`config.mk`:
```
export PLATFORM = sky130hd
export DESIGN_NAME = gray_codec_pipe
export DESIGN_NICKNAME = d
export VERILOG_FILES = /design/src/rtl/gray_codec_pipe.sv
export SDC_FILE = /design/constraint.sdc
export NUM_CORES = 1
export LEC_CHECK = 0
export CAP_MARGIN = 30
export CORE_MARGIN = 2
export CORE_UTILIZATION = 43
export CTS_BUF_LIST = sky130_fd_sc_hd__clkbuf_2
export DETAILED_ROUTE_END_ITERATION = 16
export PLACE_DENSITY_LB_ADDON = 0.1
export SYNTH_ARGS = -nofsm -noshare
export SYNTH_HDL_FRONTEND = slang
export SYNTH_SLANG_ARGS = --single-unit
```
`constraint.sdc`:
```
create_clock -name clk -period 1.9 [get_ports clk]
set_clock_uncertainty 0.05 [all_clocks]
set_input_delay 0.19 -clock clk [delete_from_list [all_inputs] [get_ports clk]]
set_output_delay 0.19 -clock clk [all_outputs]
set_load 0.05 [all_outputs]
```
`src/rtl/gray_codec_pipe.sv`:
```
`timescale 1ns/1ps
// ---------------------------------------------------------------------------
// gray_codec_pipe
//   Two-stage pipelined binary<->Gray converter with valid/ready handshake.
//   Each word carries its own mode bit:
//     0 = binary->Gray
//     1 = Gray->binary
//   Each result also reports whether its Gray-domain value is exactly one bit
//   away from the Gray value of the previous result.
//
//   Stage 1 captures the raw word and mode. The conversion and the adjacency
//   test run on the S1->S2 path, and stage 2 holds the result shown on out_*.
//
// Ports
//   clk          rising-edge clock
//   rst          asynchronous active-high reset
//   in_valid     upstream word valid
//   in_ready     block accepts a word this cycle (0 while rst=1)
//   in_mode      0: binary->Gray, 1: Gray->binary
//   in_data      word to convert (WIDTH bits)
//   out_valid    result valid
//   out_ready    downstream accepts result
//   out_data     converted word (WIDTH bits)
//   out_mode     mode the result was produced with
//   out_adjacent Gray value differs from previous result's Gray value in 1 bit
// ---------------------------------------------------------------------------
module gray_codec_pipe #(
  parameter int WIDTH = 4
) (
  input  logic             clk,
  input  logic             rst,
  input  logic             in_valid,
  output logic             in_ready,
  input  logic             in_mode,
  input  logic [WIDTH-1:0] in_data,
  output logic             out_valid,
  input  logic             out_ready,
  output logic [WIDTH-1:0] out_data,
  output logic             out_mode,
  output logic             out_adjacent
);

  localparam logic [WIDTH-1:0] ONE = WIDTH'(1);

  // Stage 1: raw input word
  logic             s1_valid_q;
  logic [WIDTH-1:0] s1_data_q;
  logic             s1_mode_q;

  // Stage 2: converted result
  logic             s2_valid_q;
  logic [WIDTH-1:0] s2_data_q;
  logic             s2_mode_q;
  logic             s2_adj_q;

  // Gray value of the most recent result, used for the adjacency test
  logic [WIDTH-1:0] prev_gray_q;
  logic             prev_seen_q;

  logic             s2_free;
  logic             in_fire;
  logic             s1_move;

  logic [WIDTH-1:0] gray_of_bin;
  logic [WIDTH-1:0] bin_of_gray;
  logic [WIDTH-1:0] gray_d;
  logic [WIDTH-1:0] result_d;
  logic [WIDTH-1:0] gray_diff;
  logic             adj_d;

  // Handshake
  assign s2_free  = !s2_valid_q || out_ready;
  assign in_ready = !rst && (!s1_valid_q || s2_free);
  assign in_fire  = in_valid && in_ready;
  assign s1_move  = s1_valid_q && s2_free;

  // Binary->Gray
  assign gray_of_bin = s1_data_q ^ (s1_data_q >> 1);

  // Gray->binary: each binary bit is the XOR of all Gray bits at or above it.
  // Expressing it as a slice reduction avoids a bit-to-bit ripple through one
  // vector and keeps every bit an independent XOR tree.
  generate
    for (genvar gi = 0; gi < WIDTH; gi++) begin : g_bin
      assign bin_of_gray[gi] = ^s1_data_q[WIDTH-1:gi];
    end
  endgenerate

  // Gray-domain view of the word:
  //   mode 1 -> the input word is already Gray
  //   mode 0 -> use the computed Gray value
  assign gray_d   = s1_mode_q ? s1_data_q : gray_of_bin;
  assign result_d = s1_mode_q ? bin_of_gray : gray_of_bin;

  // Exactly one bit set: non-zero, and clearing the lowest set bit leaves zero
  assign gray_diff = gray_d ^ prev_gray_q;
  assign adj_d     = prev_seen_q && (gray_diff != '0)
                     && ((gray_diff & (gray_diff - ONE)) == '0);

  always_ff @(posedge clk or posedge rst) begin
    if (rst) begin
      s1_valid_q  <= 1'b0;
      s1_data_q   <= '0;
      s1_mode_q   <= 1'b0;
      s2_valid_q  <= 1'b0;
      s2_data_q   <= '0;
      s2_mode_q   <= 1'b0;
      s2_adj_q    <= 1'b0;
      prev_gray_q <= '0;
      prev_seen_q <= 1'b0;
    end else begin
      // S1 may drain into S2 and refill from upstream on the same edge
      if (in_fire) begin
        s1_valid_q <= 1'b1;
        s1_data_q  <= in_data;
        s1_mode_q  <= in_mode;
      end else if (s1_move) begin
        s1_valid_q <= 1'b0;
      end

      if (s1_move) begin
        s2_valid_q  <= 1'b1;
        s2_data_q   <= result_d;
        s2_mode_q   <= s1_mode_q;
        s2_adj_q    <= adj_d;
        prev_gray_q <= gray_d;
        prev_seen_q <= 1'b1;
      end else if (out_ready) begin
        // Result consumed and nothing behind it. Data fields keep their last
        // value; only the valid bit drops.
        s2_valid_q <= 1'b0;
      end
    end
  end

  assign out_valid    = s2_valid_q;
  assign out_data     = s2_data_q;
  assign out_mode     = s2_mode_q;
  assign out_adjacent = s2_adj_q;

endmodule

```
==> flow_summary.ini <==
[status]
status = finished clean

[global_route]
antenna_found_initial = 0
grtUsageTotal = 0.1535
grt_pass1_wl_mm = 2.953
grt_pass1_vias = 691
overflow = 0
grt_max_degree = 11

[floorplan]
rows = 16
dieArea_sq_um = 2566
io_pins = 17
die_w_um = 50.66
core_area_sq_um = 2002
die_h_um = 50.66
start_util = 0.4675

[synthesis]
syn_area_sq_um = 935.9
synth_cell_types = 29
yosysSeqAreaShare = 0.4545
syn-num-nets = 99
synth.avg_cell_area_sq_um = 10.40
netlist_instances = 90
synth_warnings = 0
ys_ff_latch = 17

[route]
totalWireLength_mm = 1.571
first_iter_violations = 8
num_vias = 652
first_pass_iters = 2
drc = 0
postRouteAntennaNets = 0
vias_per_cell = 4.902
wl_per_cell_um = 11.81

[clocking]
cts_tree = yes
clk_pin_slew_ps = 160
root_buffer = clkbuf_2
clk_path_buf_depth = 2
clock-sinks = 17
htree_num_levels = 1
cts_made_buffers = 3
clk-insertion-delay-late_ps = 290

[critical_path]
crit_slowest_cell = clkdlybuf4s50_1
crit_path_max_incr_delay_ps = 810
cp.required_ps = 1660
start_kind = register
crit_fanout = 3
cp.arrival_ps = 1500
crit_chain = clkdlybuf4s50_1
regToRegStartpoint = s1_data_q[2]
path_delay_family = buffers and inverters
end_kind = output port
criticalPathCategory = register to output port
cp-startpoint = out_valid
crit_buf_inv = 1

[sta]
min_period_over_period = 0.9136
rsz0062_at_grt = false
finalSetupViolCount = 0
finalSetupTns_ps = 0
finalHoldViolations = 0
worst_pin_slew_ps = 511.0
timing.fmax_ghz = 0.5761
fin_crit_ps = 1736
final-max-slew-violation-count = 0
slew_headroom = 0.6583

[finish]
fin_area_sq_um = 1150
drive_gt1_frac = 0.1887
multiInputGateArea_sq_um = 464.2
post-route-util = 0.5744
fillers = 187
diodes = 0
syn_to_final_growth_pct = 22.86
regArea_sq_um = 425.4
nNetsFinal = 116

[power_and_ir_drop]
powerDensity_nw_per_um2 = 1255
p_leak_nw = 0.4851
irDropWorstVdd_uv = 677.6

[placement]
place_area_sq_um = 1127
place_congestion = 0.7249
numPortBuffers = 16
dp_hpwl_mm = 1.271

[worst_hold_path]
min_path_type = input pin to asynchronous set/reset pin

[flow_run]
cap_violations = 0
-- cells in the mapped netlist --
cell type / n / area (sq um)
buf_4: 2 / 15.01
a221oi_2: 1 / 15.01
nor3b_1: 1 / 7.510
o21ai_1: 1 / 5.000
buf_2: 1 / 5.000
nand2_1: 11 / 41.29
a31oi_1: 1 / 6.260
nor2b_2: 1 / 8.760
a32o_1: 1 / 10.01
o21ai_0: 6 / 30.03
nand2b_1: 3 / 18.77
clkbuf_1: 2 / 7.510
nand3_1: 1 / 5.000
clkbuf_4: 1 / 7.510
xnor2_1: 9 / 78.83
nand3b_1: 1 / 7.510
mux2_2: 8 / 90.09
mux2i_1: 1 / 10.01
nor4_1: 1 / 6.260
inv_1: 3 / 11.26
nor3_1: 3 / 15.01
nand4_1: 1 / 6.260
buf_6: 1 / 11.26
nor2_1: 1 / 3.750
dfrtp_1: 17 / 425.4
xor2_1: 4 / 35.03
nor2b_1: 5 / 31.28
xor2_2: 1 / 16.27
a21oi_1: 1 / 5.000
-- area by class of cell --
cell class	count	area share
multi-input combinational	63	0.4037
sequential	17	0.3700
timing repair buffer	19	0.1697
tap	27	0.02938
clock buffer	3	0.01306
inverter	3	0.009793
clock inverter	1	0.004353
-- layout by cell type, fill, tap and decap left out, drive strengths merged --
cell           netlist  routed
a21oi                1       1
a221oi               1       1
a31oi                1       1
a32o                 1       1
buf                  4       4
clkbuf               3       3
clkdlybuf4s50        0      14
clkinv               0       1
dfrtp               17      17
dlymetal6s2s         0       1
inv                  3       3
mux2                 8       8
mux2i                1       1
nand2               11      11
nand2b               3       3
nand3                1       1
nand3b               1       1
nand4                1       1
nor2                 1       1
nor2b                6       6
nor3                 3       3
nor3b                1       1
nor4                 1       1
o21ai                7       7
xnor2                9       9
xor2                 5       5
-- stage by stage --
step / hold slack [ps] / std cells / setup WS (ps) / power [mW]
after floorplan: 66.07 / 90 / 46.90 / 1.128
after global placement: 413.6 / 129 / 214.7 / 1.290
after detailed placement: 419.0 / 129 / 206.9 / 1.302
after CTS: 183.8 / 133 / 59.18 / 1.464
after global routing: 192.8 / 133 / 75.36 / 1.550
final: 190.0 / 133 / 164.3 / 1.443
-- where the power goes --
| group | total (mW) | switching [mW] | internal [mW] | leakage [nW] |
|---|---|---|---|---|
| logic | 0.709 | 0.396 | 0.313 | 0.266 |
| registers | 0.573 | 0.114 | 0.459 | 0.203 |
| clock network | 0.161 | 0.113 | 0.0477 | 0.0164 |
-- path summary, 6_finish.rpt --
kind,endpoint,cells past startpoint,slack [ps]
min in group clk,s1_data_q[3],2,450
worst min register to register,prev_seen_q,1,450
max in group asynchronous,prev_gray_q[1],3,1160
worst min-delay path,s1_data_q[0],2,190
worst max-delay path,out_valid,1,160
worst max register to register,out_adjacent,5,230
-- sequential cells by signal, summed over array words and instances, names as in the netlist --
name and cells:
out_data 4, s1_data_q 4, prev_gray_q 3, s1_mode_q 1, out_mode 1, prev_seen_q 1
out_valid 1, s1_valid_q 1, out_adjacent 1
-- repair_timing --
action | in CTS | in global routing
endpoints found under the hold margin | 0 | 0
buffers inserted | 0 | 0
resized for setup | 0 | 1
hold buffers | 0 | 0
endpoints found under the setup margin | 0 | 1
-- per-layer routing --
| metal | vias up | routed length (um) | track usage | share of wire |
|---|---|---|---|---|
| met3 | 2 | 57 | 0.02083 | 0.036 |
| met2 | 11 | 799 | 0.2610 | 0.51 |
| li1 | 331 | - | - | - |
| met4 | 0 | 13 | 0.06757 | 0.0083 |
| met5 | - | 0 | 0 | 0 |
| met1 | 308 | 700 | 0.1935 | 0.45 |
-- logic make-up (layout without fill, tap and decap cells) --
family          after synthesis  in the layout  synth area share
compound gates               11             11           0.07619
xor+xnor                     14             14            0.1390
buf+inv                      10             26           0.06149
flops                        17             17            0.4545
mux                           9              9            0.1070
simple gates                 29             29            0.1618
Power figures use the tool's default switching activity.
